## src/rtl/sw_ctrl_core_if.sv

```systemverilog
// Button pulses in, display/status out for the stopwatch control core.
interface sw_ctrl_core_if;
    logic        det0;
    logic        det1;
    logic        det2;
    logic [23:0] disp_time;
    logic        running;
    logic        lap_act;
    logic        tick;
    logic        ovf;

    modport master (
        output det0, det1, det2,
        input  disp_time, running, lap_act, tick, ovf
    );

    modport slave (
        input  det0, det1, det2,
        output disp_time, running, lap_act, tick, ovf
    );
endinterface

```

## src/rtl/sw_ctrl_core.sv

```systemverilog
// Stopwatch control: mode FSM, centisecond prescaler, BCD MM:SS:CC counter
// and lap-freeze display register.
module sw_ctrl_core #(
    parameter int unsigned DIV = 500000
) (
    input  logic           mclk,
    input  logic           rst_n,
    sw_ctrl_core_if.slave  bus
);

    localparam int unsigned PW         = $clog2(DIV);
    localparam logic [PW-1:0] PRESC_LAST = PW'(DIV - 1);
    // Highest legal value of each BCD digit, least significant digit first.
    localparam logic [23:0] DIGIT_MAX  = 24'h995999;

    typedef enum logic [1:0] {IDLE, RUN, PAUSE, LAP} state_t;

    state_t        state;
    logic [PW-1:0] presc;
    logic [23:0]   live;
    logic [23:0]   lap;
    logic [23:0]   live_inc;
    logic [23:0]   live_adv;
    logic          carry;
    logic          wrap;
    logic          count_en;
    logic          term;

    // Ripple BCD increment; carry out of the top digit means 99:59:99 wrapped.
    always_comb begin
        live_inc = live;
        carry    = 1'b1;
        for (int i = 0; i < 6; i++) begin
            if (carry) begin
                if (live[i*4 +: 4] == DIGIT_MAX[i*4 +: 4]) begin
                    live_inc[i*4 +: 4] = 4'd0;
                end else begin
                    live_inc[i*4 +: 4] = live[i*4 +: 4] + 4'd1;
                    carry              = 1'b0;
                end
            end
        end
        wrap = carry;
    end

    assign count_en = (state == RUN) || (state == LAP);
    assign term     = count_en && (presc == PRESC_LAST);
    assign live_adv = term ? live_inc : live;

    always_ff @(posedge mclk or negedge rst_n) begin
        if (!rst_n) begin
            state         <= IDLE;
            presc         <= '0;
            live          <= '0;
            lap           <= '0;
            bus.disp_time <= '0;
            bus.running   <= 1'b0;
            bus.lap_act   <= 1'b0;
            bus.tick      <= 1'b0;
            bus.ovf       <= 1'b0;
        end else begin
            bus.tick      <= term;
            bus.ovf       <= term && wrap;
            live          <= live_adv;
            bus.disp_time <= bus.lap_act ? lap : live_adv;
            if (count_en) begin
                presc <= term ? '0 : PW'(presc + 1'b1);
            end

            // Later assignments override the hold-state defaults above.
            case (state)
                IDLE: begin
                    if (bus.det0) begin
                        state       <= RUN;
                        bus.running <= 1'b1;
                    end
                end
                RUN: begin
                    if (bus.det0) begin
                        state       <= PAUSE;
                        bus.running <= 1'b0;
                    end else if (bus.det1) begin
                        state         <= LAP;
                        bus.lap_act   <= 1'b1;
                        lap           <= live;
                        bus.disp_time <= live;
                    end
                end
                LAP: begin
                    if (bus.det0) begin
                        state         <= PAUSE;
                        bus.running   <= 1'b0;
                        bus.lap_act   <= 1'b0;
                        bus.disp_time <= live_adv;
                    end else if (bus.det1) begin
                        state         <= RUN;
                        bus.lap_act   <= 1'b0;
                        bus.disp_time <= live_adv;
                    end
                end
                PAUSE: begin
                    if (bus.det2) begin
                        state         <= IDLE;
                        live          <= '0;
                        presc         <= '0;
                        bus.disp_time <= '0;
                    end else if (bus.det0) begin
                        state       <= RUN;
                        bus.running <= 1'b1;
                    end
                end
            endcase
        end
    end

endmodule

```

## src/flat_wrapper.sv

```systemverilog
// flat-port wrapper written by rule: the top's interface ports become plain ports
module sw_ctrl_core_flat 
#(
    parameter int unsigned DIV = 500000
)
  (mclk, rst_n, bus_det0, bus_det1, bus_det2, bus_disp_time, bus_running, bus_lap_act, bus_tick, bus_ovf);
  sw_ctrl_core_if bus_i ();
  input  logic mclk;
  input  logic rst_n;
  input wire logic [$bits(bus_i.det0)-1:0] bus_det0;
  input wire logic [$bits(bus_i.det1)-1:0] bus_det1;
  input wire logic [$bits(bus_i.det2)-1:0] bus_det2;
  output wire logic [$bits(bus_i.disp_time)-1:0] bus_disp_time;
  output wire logic [$bits(bus_i.running)-1:0] bus_running;
  output wire logic [$bits(bus_i.lap_act)-1:0] bus_lap_act;
  output wire logic [$bits(bus_i.tick)-1:0] bus_tick;
  output wire logic [$bits(bus_i.ovf)-1:0] bus_ovf;
  assign bus_i.det0 = bus_det0;
  assign bus_i.det1 = bus_det1;
  assign bus_i.det2 = bus_det2;
  assign bus_disp_time = bus_i.disp_time;
  assign bus_running = bus_i.running;
  assign bus_lap_act = bus_i.lap_act;
  assign bus_tick = bus_i.tick;
  assign bus_ovf = bus_i.ovf;
  sw_ctrl_core #(.DIV(DIV)) u_core (.mclk(mclk), .rst_n(rst_n), .bus(bus_i));
endmodule
```

## config.mk

```make
export PLATFORM = sky130hd
export DESIGN_NAME = sw_ctrl_core_flat
export DESIGN_NICKNAME = d
export VERILOG_FILES = /design/src/rtl/sw_ctrl_core_if.sv /design/src/rtl/sw_ctrl_core.sv /design/src/flat_wrapper.sv
export SDC_FILE = /design/constraint.sdc
export NUM_CORES = 1
export LEC_CHECK = 0
export CAP_MARGIN = 10
export CELL_PAD_IN_SITES_DETAIL_PLACEMENT = 1
export CELL_PAD_IN_SITES_GLOBAL_PLACEMENT = 2
export CORE_UTILIZATION = 25
export DETAILED_ROUTE_END_ITERATION = 12
export GPL_TIMING_DRIVEN = 0
export PLACE_DENSITY = 0.69
export SETUP_SLACK_MARGIN = 0.2
export SLEW_MARGIN = 20
export SYNTH_ARGS = -nofsm -noshare
export SYNTH_HDL_FRONTEND = slang
export SYNTH_SLANG_ARGS = --single-unit
```

## constraint.sdc

```tcl
create_clock -name mclk -period 2.6 [get_ports mclk]
set_input_delay 0.52 -clock mclk [delete_from_list [all_inputs] [get_ports mclk]]
set_output_delay 0.52 -clock mclk [all_outputs]
set_load 0.02 [all_outputs]
```

==> summary.txt <==
failing checks = setup timing
synth-to-layout area growth = 44.3%
HPWL after DPL = 11.8 mm
GRT met2 Usage = 0.292
DP Worst Slack = -0.972 ns
post-placement cell count = 878
gpl congestion = 0.822
synthesized-area fraction occupied by ao, oa, aoi and oai cells = 0.157
diode count = 0
met1 global-route usage = 0.231
Die Wd = 146 um
Starting Density = 0.255
wire per inst = 19.5 um
share of cells above drive strength 1 = 0.282
status = finished with violations
Mapped Area = 0.00515 mm2
clock-pin transition on the worst setup and hold timing paths = 0.07 ns
largest net degree at the start of global routing = 72
die footprint = 0.0212 mm2
Synth Area in Simple Gates = 0.260
Post-synth EDFFs = 0
crit path DAT = 3.14 ns
#FFs+latches synth = 97
drt initial violations = 216
CP Cell Sequence = or4b_4, or4_4, buf_8, or4_4, buf_8, o31a_1, buf_4, o221ai_4
Crit path required time = 2.87 ns
fraction of registers with async set/reset = 1.00
initial antenna violation count = 0
met3 Use GR = 0.0354
Worst-Skew Late Latency = 0.37 ns
routed wire length = 18.6 mm
pwr dens = 754 mW/mm2
synthesized instance count = 574
Total GRT Usage = 0.180
Max Cap Viol = 0
Worst slew margin = 0.438
NumNets Final = 698
Crit Path Max Fanout = 6
worst slew pin tran = 0.843 ns
DRC viols = 0
clk_skew = 0.0135 ns
Synth Warn # = 0
Synth Flop Type = dfrtp_1
post-synthesis net count = 592
sequential area share after synthesis = 0.471
post-synthesis cell type count = 63
drt pass-1 iters = 4
hold_buf cts = 0
gr busiest metal = met2
Die H = 146 um
Clock Sinks = 97
first-pass GRT wire length = 29.2 mm
Final Critical Period = 2.87 ns
startpoint types = flop
final non-filler cell total = 955
Fin. Hold Viols = 0
Pins Over Slew Limit = 0
core area = 0.0202 mm2
Post-Synth Adder-Cell Area = 0.0316
mux cell area share after synthesis = 0.0199
total chip power = 5610 uW
Crit. End Element = flop
total congestion overflow = 0
Num CTS Buffers = 9
H-tree depth = 3
root buf cell = clkbuf_16
setup ws final = -0.269 ns
Hold Path Class = in2async
crit path max-delay cell type = or4b_4
Max IR drop VDD = 399 uV
unrepaired setup endpoints after global routing = yes
syn avg cell area = 8.98 um2
Routed Antenna Nets = 0
Top Ports = 33
Row Count = 52
Final Setup Violations = 26
crit path kind = reg2reg
ratio of final minimum period to clock period = 1.10
Vias/cell = 5.09
CTS tree = built
fmax = 0.349 GHz
worst hold slack = 0.0155 ns
crit-path max cell delay = 0.54 ns
leak pwr = 0.00331 uW
port buffer count = 32
Vias = 4,858
xor/xnor share of the synthesized area = 0.0289
Fillers = 2,262
largest family of logic cells by synthesized area = simple AND/OR/NAND/NOR gates
Fin Setup TNS = -3.34 ns
Clock Path Buffers = 2
number of global-route vias before repair = 5,172
registers in the layout, indices dropped and copies added (netlist names):
name                  cells
u_core.bus.tick           1
u_core.live              24
u_core.state              2
u_core.bus.disp_time     24
u_core.bus.running        1
u_core.lap               24
u_core.bus.ovf            1
u_core.bus.lap_act        1
u_core.presc             19
cell families (layout without fill, tap and decap cells):
| logic type | after synthesis | in the layout |
|---|---|---|
| adders and majority gates | 13 | 13 |
| and+or+nand+nor | 272 | 272 |
| AOI/OAI and AO/OA | 124 | 124 |
| buffers and inverters | 41 | 152 |
| DFF | 97 | 97 |
| xor gates and xnor gates | 17 | 17 |
| muxes | 10 | 10 |
path summary, 6_finish.rpt:
kind / from / end / slack, ns / cells after the start
worst max-delay path: u_core.presc[7]$_DFF_PN0_ / u_core.bus.disp_time[7]$_DFF_PN0_ / -0.27 / 8
worst min-delay path: rst_n / u_core.bus.disp_time[20]$_DFF_PN0_ / 0.02 / 1
worst max register to register: u_core.presc[7]$_DFF_PN0_ / u_core.bus.disp_time[7]$_DFF_PN0_ / -0.27 / 8
worst min register to register: u_core.lap[15]$_DFFE_PN0P_ / u_core.lap[15]$_DFFE_PN0P_ / 0.48 / 2
max in group asynchronous: rst_n / u_core.live[8]$_DFF_PN0_ / 1.87 / 2
min in group mclk: u_core.lap[15]$_DFFE_PN0P_ / u_core.lap[15]$_DFFE_PN0P_ / 0.48 / 2
layer usage:
metal	part of all wire	routed length, um	up-vias
met5	0	0	-
met1	0.46	8580	2487
li1	-	-	2255
met2	0.48	8870	84
met3	0.032	592	32
met4	0.031	582	0
cell usage after synthesis, types with 6 or more instances:
library cell / count / area share
nor3_1: 15 / 0.015
and3_1: 8 / 0.0097
inv_1: 14 / 0.010
o211ai_1: 14 / 0.020
nand2_1: 104 / 0.076
nor2_1: 59 / 0.043
mux2i_1: 8 / 0.016
dfrtp_1: 97 / 0.47
a21oi_1: 23 / 0.022
o21ai_0: 36 / 0.035
clkbuf_1: 23 / 0.017
nand4_1: 8 / 0.0097
ha_1: 13 / 0.032
nand2b_1: 7 / 0.0085
xor2_1: 15 / 0.025
nor4_1: 8 / 0.0097
nor2b_1: 6 / 0.0073
nand3_1: 17 / 0.017
and2_1: 6 / 0.0073
where the power goes:
group / leakage (uW) / switching, uW / internal (uW)
Sequential: 0.00130 / 209 / 1870
Clock: 0.000153 / 640 / 848
Combinational: 0.00186 / 1230 / 812
Total: 0.00331 / 2080 / 3530
cells in the final DEF, fill, tap and decap left out, drive strengths merged, types with 7 or more instances in the layout:
cell type,instances
mux2i,8
clkdlybuf4s50,30
nor3,15
o211ai,14
a21oi,23
buf,70
nand2b,7
nand2,104
o21ai,37
and3,8
dfrtp,97
nor4,10
nor2,59
xor2,15
nand4,8
inv,15
clkbuf,30
nand3,17
ha,13
critical path, delay by kind of cell (launching register included):
kind            cells  cell delay (ns)
flops               1             0.42
buf+inv             3             0.44
compound gates      2             0.41
simple gates        3             1.50
area by class of cell:
class / count / area (um2) / area share
tap: 270 / 338 / 0.0454
timing repair buffer: 95 / 912 / 0.123
sequential: 97 / 2430 / 0.327
buffer: 26 / 188 / 0.0252
multi-input combinational: 436 / 3180 / 0.427
inverter: 15 / 68.8 / 0.00925
clock inverter: 6 / 90.1 / 0.0121
clock buffer: 10 / 229 / 0.0308
stage by stage:
step                 util  cell area (um2)
floorplan               -             5180
global placement    0.289             5840
detailed placement  0.291             5880
CTS                 0.346             7000
global route        0.368             7440
finish              0.368             7440
repair_timing:
| item | in CTS | in global routing |
|---|---|---|
| endpoints found under the hold margin | 0 | 0 |
| pin swaps | 40 | 29 |
| gates resized for setup | 117 | 70 |
| setup endpoints to repair | 80 | 54 |
| buffers inserted | 43 | 18 |
No activity file was read; power rests on OpenSTA's default activity.
